===== config.mk =====
export PLATFORM = sky130hd
export DESIGN_NAME = instr_fetch_unit_flat
export DESIGN_NICKNAME = d
export VERILOG_FILES = /design/src/rtl/instr_fetch_unit_pkg.sv /design/src/rtl/instr_fetch_unit_if.sv /design/src/rtl/instr_fetch_unit.sv /design/src/flat_wrapper.sv
export SDC_FILE = /design/constraint.sdc
export NUM_CORES = 1
export LEC_CHECK = 0
export CAP_MARGIN = 40
export CORE_MARGIN = 3
export CORE_UTILIZATION = 48
export DETAILED_ROUTE_END_ITERATION = 6
export PLACE_DENSITY = 0.8
export SYNTH_ARGS = -nofsm -noshare
export SYNTH_HDL_FRONTEND = slang
export SYNTH_SLANG_ARGS = --single-unit

===== constraint.sdc =====
create_clock -name clk -period 2.3 [get_ports clk]
set_input_delay 0.46 -clock clk [delete_from_list [all_inputs] [get_ports clk]]
set_output_delay 0.46 -clock clk [all_outputs]
set_load 0.01 [all_outputs]

===== src/rtl/instr_fetch_unit_pkg.sv =====
// Shared definitions for the instruction fetch stage and the opcode decoder:
// datapath widths, opcode field position, opcode values and the fetch FSM states.
package instr_fetch_unit_pkg;

  localparam int ADDR_W  = 32;
  localparam int INSTR_W = 32;

  // Opcode field inside an instruction word
  localparam int OP_HI = 31;
  localparam int OP_LO = 26;

  // Opcode values understood by the decoder
  localparam logic [5:0] OP_RTYPE = 6'b000000;
  localparam logic [5:0] OP_LW    = 6'b100011;
  localparam logic [5:0] OP_SW    = 6'b101011;
  localparam logic [5:0] OP_BEQ   = 6'b000100;
  localparam logic [5:0] OP_ADDI  = 6'b001000;

  typedef enum logic [1:0] {
    S_IDLE,
    S_FETCH,
    S_WAIT,
    S_HOLD
  } fetch_state_e;

  // Instructions are word aligned: clear the byte offset of an address
  function automatic logic [ADDR_W-1:0] align_word(input logic [ADDR_W-1:0] addr);
    return {addr[ADDR_W-1:2], 2'b00};
  endfunction

endpackage


===== src/rtl/instr_fetch_unit_if.sv =====
// Bundle of the fetch stage's memory, decode and redirect signals.
// master: the fetch unit. slave: instruction memory / decode / execute side.
interface instr_fetch_unit_if;
  import instr_fetch_unit_pkg::*;

  // Instruction memory read channel
  logic               imem_req;
  logic [ADDR_W-1:0]  imem_addr;
  logic               imem_rvalid;
  logic [INSTR_W-1:0] imem_rdata;

  // Decode handshake
  logic               instr_valid;
  logic               instr_ready;
  logic [INSTR_W-1:0] instr_word;
  logic [5:0]         instr_op;
  logic [ADDR_W-1:0]  instr_pc;

  // Redirect from execute
  logic               branch_taken;
  logic [ADDR_W-1:0]  branch_target;

  modport master (
    output imem_req, imem_addr, instr_valid, instr_word, instr_op, instr_pc,
    input  imem_rvalid, imem_rdata, instr_ready, branch_taken, branch_target
  );

  modport slave (
    input  imem_req, imem_addr, instr_valid, instr_word, instr_op, instr_pc,
    output imem_rvalid, imem_rdata, instr_ready, branch_taken, branch_target
  );

endinterface


===== src/rtl/instr_fetch_unit.sv =====
// Instruction fetch stage: holds the PC, issues one outstanding read at a time
// to variable-latency instruction memory, hands each word to decode with a
// valid/ready handshake, and redirects on taken branches while squashing any
// wrong-path word that is in flight or being held.
module instr_fetch_unit
  import instr_fetch_unit_pkg::*;
#(
  parameter logic [ADDR_W-1:0] RESET_PC = '0
) (
  input  logic                       clk,
  input  logic                       rst,
  instr_fetch_unit_if.master         bus,
  output logic [31:0]                fetch_count
);

  fetch_state_e      state;
  logic [ADDR_W-1:0] pc;
  // Set when a redirect happens while a read is outstanding; the response
  // that eventually returns belongs to the old path and must be dropped.
  logic              squash;
  logic [ADDR_W-1:0] branch_pc;

  assign branch_pc = align_word(bus.branch_target);

  // Fetch FSM with PC, squash flag, registered memory/decode outputs and handshake counter
  always_ff @(posedge clk) begin
    // NOTE: reset is synchronous here, so it lives inside the clocked branch;
    // all state uses non-blocking assignments so every register samples the
    // pre-edge values regardless of statement order.
    if (rst) begin
      state           <= S_IDLE;
      pc              <= RESET_PC;
      squash          <= 1'b0;
      bus.imem_req    <= 1'b0;
      bus.imem_addr   <= RESET_PC;
      bus.instr_valid <= 1'b0;
      bus.instr_word  <= '0;
      bus.instr_op    <= '0;
      bus.instr_pc    <= '0;
      fetch_count     <= '0;
    end else begin
      // The request strobe is a single-cycle pulse raised only on entry to FETCH
      bus.imem_req <= 1'b0;

      case (state)
        S_IDLE: begin
          state        <= S_FETCH;
          bus.imem_req <= 1'b1;
          if (bus.branch_taken) begin
            pc            <= branch_pc;
            bus.imem_addr <= branch_pc;
          end else begin
            bus.imem_addr <= pc;
          end
        end

        S_FETCH: begin
          // The request already went out at the old PC; its reply is wrong-path
          state <= S_WAIT;
          if (bus.branch_taken) begin
            pc     <= branch_pc;
            squash <= 1'b1;
          end
        end

        S_WAIT: begin
          if (bus.branch_taken) begin
            pc <= branch_pc;
            if (bus.imem_rvalid) begin
              // Reply arrives together with the redirect: drop it and refetch
              squash        <= 1'b0;
              state         <= S_FETCH;
              bus.imem_req  <= 1'b1;
              bus.imem_addr <= branch_pc;
            end else begin
              squash <= 1'b1;
            end
          end else if (bus.imem_rvalid) begin
            if (squash) begin
              squash        <= 1'b0;
              state         <= S_FETCH;
              bus.imem_req  <= 1'b1;
              bus.imem_addr <= pc;
            end else begin
              bus.instr_word  <= bus.imem_rdata;
              bus.instr_op    <= bus.imem_rdata[OP_HI:OP_LO];
              bus.instr_pc    <= pc;
              bus.instr_valid <= 1'b1;
              pc              <= pc + ADDR_W'(4);
              state           <= S_HOLD;
            end
          end
        end

        S_HOLD: begin
          // A handshake counts even when a redirect kills the next fetch
          if (bus.instr_ready) begin
            fetch_count <= fetch_count + 32'd1;
          end
          if (bus.branch_taken) begin
            pc              <= branch_pc;
            bus.instr_valid <= 1'b0;
            state           <= S_FETCH;
            bus.imem_req    <= 1'b1;
            bus.imem_addr   <= branch_pc;
          end else if (bus.instr_ready) begin
            bus.instr_valid <= 1'b0;
            state           <= S_FETCH;
            bus.imem_req    <= 1'b1;
            bus.imem_addr   <= pc;
          end
        end

        default: state <= S_IDLE;
      endcase
    end
  end

endmodule

===== src/flat_wrapper.sv =====
// flat-port wrapper written by rule: the top's interface ports become plain ports
module instr_fetch_unit_flat import instr_fetch_unit_pkg::*;
#(
  parameter logic [ADDR_W-1:0] RESET_PC = '0
)
  (clk, rst, fetch_count, bus_imem_req, bus_imem_addr, bus_instr_valid, bus_instr_word, bus_instr_op, bus_instr_pc, bus_imem_rvalid, bus_imem_rdata, bus_instr_ready, bus_branch_taken, bus_branch_target);
  instr_fetch_unit_if bus_i ();
  input  logic clk;
  input  logic rst;
  output logic [31:0] fetch_count;
  output wire logic [$bits(bus_i.imem_req)-1:0] bus_imem_req;
  output wire logic [$bits(bus_i.imem_addr)-1:0] bus_imem_addr;
  output wire logic [$bits(bus_i.instr_valid)-1:0] bus_instr_valid;
  output wire logic [$bits(bus_i.instr_word)-1:0] bus_instr_word;
  output wire logic [$bits(bus_i.instr_op)-1:0] bus_instr_op;
  output wire logic [$bits(bus_i.instr_pc)-1:0] bus_instr_pc;
  input wire logic [$bits(bus_i.imem_rvalid)-1:0] bus_imem_rvalid;
  input wire logic [$bits(bus_i.imem_rdata)-1:0] bus_imem_rdata;
  input wire logic [$bits(bus_i.instr_ready)-1:0] bus_instr_ready;
  input wire logic [$bits(bus_i.branch_taken)-1:0] bus_branch_taken;
  input wire logic [$bits(bus_i.branch_target)-1:0] bus_branch_target;
  assign bus_imem_req = bus_i.imem_req;
  assign bus_imem_addr = bus_i.imem_addr;
  assign bus_instr_valid = bus_i.instr_valid;
  assign bus_instr_word = bus_i.instr_word;
  assign bus_instr_op = bus_i.instr_op;
  assign bus_instr_pc = bus_i.instr_pc;
  assign bus_i.imem_rvalid = bus_imem_rvalid;
  assign bus_i.imem_rdata = bus_imem_rdata;
  assign bus_i.instr_ready = bus_instr_ready;
  assign bus_i.branch_taken = bus_branch_taken;
  assign bus_i.branch_target = bus_branch_target;
  instr_fetch_unit #(.RESET_PC(RESET_PC)) u_core (.clk(clk), .rst(rst), .bus(bus_i), .fetch_count(fetch_count));
endmodule

==> impl_metrics.toml, run 1 <==
[global_routing]
grt_max_degree = 78
grt_overflow = 0
grt_pass1_wl_mm = 31.8
track_usage_pct = 23.6
grt_pass1_vias = 6337
antenna_found_initial = 0

[worst_setup_path]
rr_worst_depth = 6
crit_path_cell_trace = "ha_1 -> nand4_1 -> nor4_4 -> nand3_1 -> or3_1 -> a21oi_1"
max_stage_delay_ns = 0.42
cp_slowest_cell = "dfxtp_1"
critPathLaunchType = "register"
cp-end-kind = "register"
timing.rr.end = "u_core.fetch_count[29]"
worstPathArrival_ns = 2.38
cp.required_ns = 2.65
cp_max_fo = 7
r2r-start = "u_core.state[1]"
r2r_slack_ns = 0.27
crit_type = "reg2reg"

[placed_design]
dp.final_hpwl_mm = 13.6
dp.cells = 1218
place_area_um2 = 9540
gp_congestion = 0.855
port_buffers = 202

[detailed_routing]
final_antenna_net_count = 0
drt_iter0_markers = 518
wirelength_mm = 19.4
wl_per_cell_um = 15.6
drc = 0
viasPerCell = 5.32
vias = 6650
first_pass_iters = 4

[die]
core_um2 = 14600
num_io_pins = 205
num_rows = 44
die_w_um = 129
fp.dieH_um = 129
dieArea_um2 = 16500
initial_core_util_pct = 49.3

[power_and_ir_drop]
leakage_nw = 3.66
finalPower_mw = 6.78
worst_ir_drop_vdd_v = 0.000579
power_density_nw_per_um2 = 667

[synthesis]
ys_types = 52
avgSynthCellArea_um2 = 8.40
yosysWarningCount = 0
synth_edf_count = 0
synth_sequential_area_ratio_pct = 45.8
ys_seq_elements = 165
syn_nets = 935
synth_cells = 859
synth_ff_type = "dfxtp_1"
syn_area_um2 = 7220
async_flop_share_pct = 0

[timing]
tns_ns = 0
hold_viol_final = 0
setup_viol = 0
maxSlewHeadroom_pct = 67.6
min_period_ns = 2.03
fin_skew_ns = 0.00654
worst_slew_pin_slew_ns = 0.474
fin_crit_sh_pct = 88.2
grt_setup_unrepaired = "no"
timing.final.max_slew_violations = 0
max_freq_ghz = 0.493

[clock_network]
cts_buffers = 17
htreeDepth = 4
cts_tree = "built"
clk_pin_slew_worst_paths_ns = 0.06
cts_hold_buf = 0
clkLatencyLatePin_ns = 0.42
ctsLongestPathBuffers = 2
clock_sinks = 165
root_buffer = "clkbuf_16"

[min_path]
hold_depth = 2
min_from = "u_core.bus.instr_word[4]"
holdPathEnd = "u_core.bus.instr_word[4]"
hp-class = "reg2reg"

[run_status]
status = "completed"

[cells_and_area]
area_growth_pct = 40.7
fin_area_um2 = 10200
n_antenna_cell = 0
drive_above_1_share_pct = 8.54
finalCoreUtilization_pct = 69.4
final_cells = 1250
num-nets-final = 1129
fill_cells = 1195

[run]
drv_cap = 0
## cell usage after synthesis, types with 8 or more instances
| cell | count | area share, % |
|---|---|---|
| dfxtp_1 | 165 | 46 |
| nand2_1 | 158 | 8.2 |
| nor2_1 | 97 | 5.0 |
| a21oi_1 | 88 | 6.1 |
| a211oi_1 | 47 | 4.9 |
| clkbuf_1 | 41 | 2.1 |
| xor2_1 | 34 | 4.1 |
| nand3_1 | 27 | 1.9 |
| mux2i_1 | 24 | 3.3 |
| nand4_1 | 16 | 1.4 |
| and4_1 | 13 | 1.6 |
| xnor2_1 | 13 | 1.6 |
| inv_1 | 12 | 0.62 |
| buf_2 | 11 | 0.76 |
| and3_1 | 10 | 0.87 |
| o21ai_0 | 10 | 0.69 |
| a311oi_1 | 9 | 1.1 |
| buf_4 | 8 | 0.83 |
| nor3_1 | 8 | 0.55 |
## layout make-up
cell class              instances  area [um^2]  share of cell area (%)
inverters                      13         48.8                   0.480
multi-input cells             616         3590                    35.3
clock buffers                  20          457                    4.50
repair buffers                240         2370                    23.4
well taps                     184          230                    2.27
flip-flops and latches        165         3300                    32.5
clock inverters                12          153                    1.50
## placed cells by master (no fill, tap or decap), drive strengths merged, types with 3 or more instances in the layout
master and instances:
a211oi 47, and3 10, ha 7, nor2b 4, a311oi 9, nor4 6
and2 7, nor3 9, nand4 18, o21ai 11, dfxtp 165, bufinv 3
o211ai 3, clkdlybuf4s50 200, clkinv 8, nand2 158, a2111oi 6, nand2b 3
buf 40, inv 13, a21oi 88, or3 8, mux2i 24, clkbuf 20
nand3 31, and4 14, nor2 97, xor2 34, xnor2 13
## sequential cells by signal, indices dropped and copies added (netlist names), 2 cells and up
signal,flops
u_core.bus.imem_addr,32
u_core.bus.instr_word,26
u_core.pc,32
u_core.fetch_count,32
u_core.bus.instr_pc,32
u_core.state,2
u_core.bus.instr_op,6
## worst max-delay path, delay by kind of cell (launching register included)
kind                     cells  cell delay, ns
AND/OR/NAND/NOR              4            1.01
flip-flops                   1            0.42
adder cells (fa/ha/maj)      1            0.37
AO/OA/AOI/OAI                1            0.14
## stage by stage
step / hold slack (ns) / worst slack (ns)
after global routing: 0.469 / 0.0767
after floorplan: 0.441 / 0.381
after CTS: 0.454 / 0.207
after global placement: 0.441 / 0.0358
after detailed placement: 0.446 / -0.0237
final: 0.451 / 0.271
## timing repair
action,CTS,global route
buffers inserted,0,0
resized for setup,0,1
setup endpoints to repair,0,6
## report_power, final
part	total, mW	internal [mW]	switching [mW]
Sequential	3.08	2.97	0.108
Clock	2.93	1.77	1.16
Combinational	0.768	0.402	0.367
Total	6.78	5.14	1.64
## layer usage
layer	vias to the layer above	track usage (%)	wire length, um
li1	3356	-	-
met1	3104	31.1	8690
met2	173	38.4	9250
met3	17	6.35	1230
met4	0	6.36	258
met5	-	0	0
## cell families (layout without fill, tap and decap cells)
logic type      count (synthesis)  count (layout)  synth area share, %
xor+xnor                       47              47                 5.70
mux                            24              24                 3.33
buf+inv                        78             285                 4.66
simple gates                  366             366                 24.0
flops                         165             165                 45.8
fa+ha+maj                       7               7                 1.21
compound gates                172             172                 15.3
## worst max-delay path by stage
stage,start,to,cells past startpoint
final,u_core.state[1],u_core.fetch_count[29],6
after global routing,u_core.state[0],u_core.bus.imem_addr[7],8
after CTS,u_core.state[0],u_core.bus.imem_addr[12],8
after detailed placement,bus_imem_rvalid,u_core.pc[23],7
after global placement,bus_imem_rvalid,u_core.pc[27],7
after floorplan,u_core.state[0],u_core.bus.imem_addr[29],9
No activity file was read; power rests on OpenSTA's default activity.
==> run 2, diff against run 1 <==
PLACE_DENSITY = 0.88   (was 0.8)
==> run 2 against run 1 <==
Net effect: combinational power fell by 0.5%; register-to-register slack got worse by 0.09 ns; fmax fell by 4.1%; clock skew rose by 0.0040 ns; sequential power barely moved; worst setup slack got worse by 0.086 ns; final cell count fell by 0.32%; global-route usage rose by 0.33 points; flip-flop and latch count did not move; critical path depth rose by 3.
==> impl_metrics.toml, run 2 (same netlist as run 1, synthesis figures left out) <==
[cells_and_area]
mostFrequentLayoutCells = "clkdlybuf4s50_1 (200), dfxtp_1 (165), nand2_1 (158)"
fill_cells = 1101
n_antenna_cell = 0
multiInputGateArea_um2 = 3590
ff_latch_area_um2 = 3300
area_growth_pct = 40.5
final_cells = 1246
final_common_cell = "clkdlybuf4s50_1"
drive_above_1_share_pct = 8.10
num-nets-final = 1125

[timing]
timing.final.max_slew_violations = 0
setup_viol = 0
fin_skew_ns = 0.0106
hold_viol_final = 0
grt_setup_unrepaired = "no"
maxSlewHeadroom_pct = 60.9
fin_ws_ns = 0.186
fin_crit_sh_pct = 91.9
min_period_ns = 2.11
max_freq_ghz = 0.473
tns_ns = 0
worst_slew_pin_slew_ns = 0.586

[detailed_routing]
drc = 0
viasPerCell = 5.46
wirelength_mm = 20.1
wl_per_cell_um = 16.1
final_antenna_net_count = 0
drt_iter0_markers = 439
vias = 6803
first_pass_iters = 5

[worst_setup_path]
crit_type = "reg2reg"
cp-end-kind = "register"
worstPathArrival_ns = 2.45
critPathLaunchType = "register"
cp.required_ns = 2.64
r2r_slack_ns = 0.19
r2r-start = "u_core.state[0]"
cp_max_fo = 36
cp-startpoint = "u_core.state[0]"

[die]
initial_core_util_pct = 49.3
fp.dieH_um = 129
die_w_um = 129
dieArea_um2 = 16500
core_um2 = 14600
num_rows = 44
num_io_pins = 205

[power_and_ir_drop]
worst_ir_drop_vdd_v = 0.000523
leakage_nw = 3.64
power_frac_seq_pct = 45.4
intPower_mw = 5.14
power_frac_comb_pct = 11.2
power_density_nw_per_um2 = 671
sw_frac_of_total_pct = 24.5
power_frac_clock_pct = 43.3
finalPower_mw = 6.80
p_sw_mw = 1.66

[run_status]
status = "completed"

[clock_network]
cts.repair.resized = 0
clkLatencyLatePin_ns = 0.44
clock_sinks = 165
cts_buffers = 17
clk_pin_slew_worst_paths_ns = 0.07
ctsLongestPathBuffers = 2
htreeDepth = 4
post_cts_buffers = 0
root_buffer = "clkbuf_16"
cts_hold_buf = 0
cts_tree = "built"

[placed_design]
port_buffers = 202
place_ws_ns = -0.0297
gp_congestion = 0.837
dp.final_hpwl_mm = 13.8
dp.cells = 1214

[global_routing]
grt_max_degree = 59
grt_pass1_vias = 6449
track_usage_pct = 23.9
grt_pass1_wl_mm = 31.7
grt_overflow = 0
antenna_found_initial = 0

[min_path]
hp-class = "in2reg"
min_from = "bus_branch_taken"

[run]
drv_cap = 0
==> run 2: changes by cell type in the layout (fill, tap and decap cells not counted), sizes merged <==
cell and delta:
clkinv -1, clkinvlp +1, buf -4
==> run 2: critical path, cell delays in order, from the launching register on <==
cell,delay [ns]
dfxtp_1,0.45
inv_1,0.10
ha_1,0.22
buf_4,0.16
inv_1,0.11
a2bb2oi_1,0.22
and2_2,0.24
buf_12,0.20
nor2_1,0.07
a311oi_1,0.24
==> run 2: power by group through the flow <==
stage	clock network [mW]	registers (mW)	logic, mW
6_report	2.95	3.09	0.764
5_1_grt	3.10	3.10	0.831
3_3_place_gp	0	3.14	0.746
3_5_place_dp	0	3.15	0.762
2_1_floorplan	0	3.15	0.354
4_1_cts	2.98	3.08	0.768
==> run 2: metal layers <==
metal  wire length (um)  vias up  track usage [%]
met4                591        0             9.51
met2               9570      243             39.7
li1                   -     3345                -
met3               1520       47             8.22
met1               8410     3168             28.4
met5                  0        -                0
==> run 2: path summary, 6_finish.rpt <==
check / endpoint / cells after the start
worst max-delay path: u_core.bus.imem_addr[7] / 9
worst min-delay path: u_core.pc[5] / 3
worst max register to register: u_core.bus.imem_addr[7] / 9
worst min register to register: u_core.bus.instr_pc[14] / 2
==> run 2: area by class of cell <==
cell class,instances,share of cell area (%)
Clock buffer,20,4.51
Timing Repair Buffer,236,23.3
Tap cell,184,2.27
Multi-Input combinational cell,616,35.4
Clock inverter,12,1.49
Sequential cell,165,32.6
Inverter,13,0.481
==> run 2: per-stage QoR <==
stage | hold WS, ns | util (%) | instance area, um^2
final | 0.439 | 69.2 | 10100
after global routing | 0.449 | 69.2 | 10100
after CTS | 0.434 | 69.2 | 10100
after global placement | 0.441 | 65.1 | 9530
after floorplan | 0.441 | - | 7220
after detailed placement | 0.445 | 65.1 | 9530
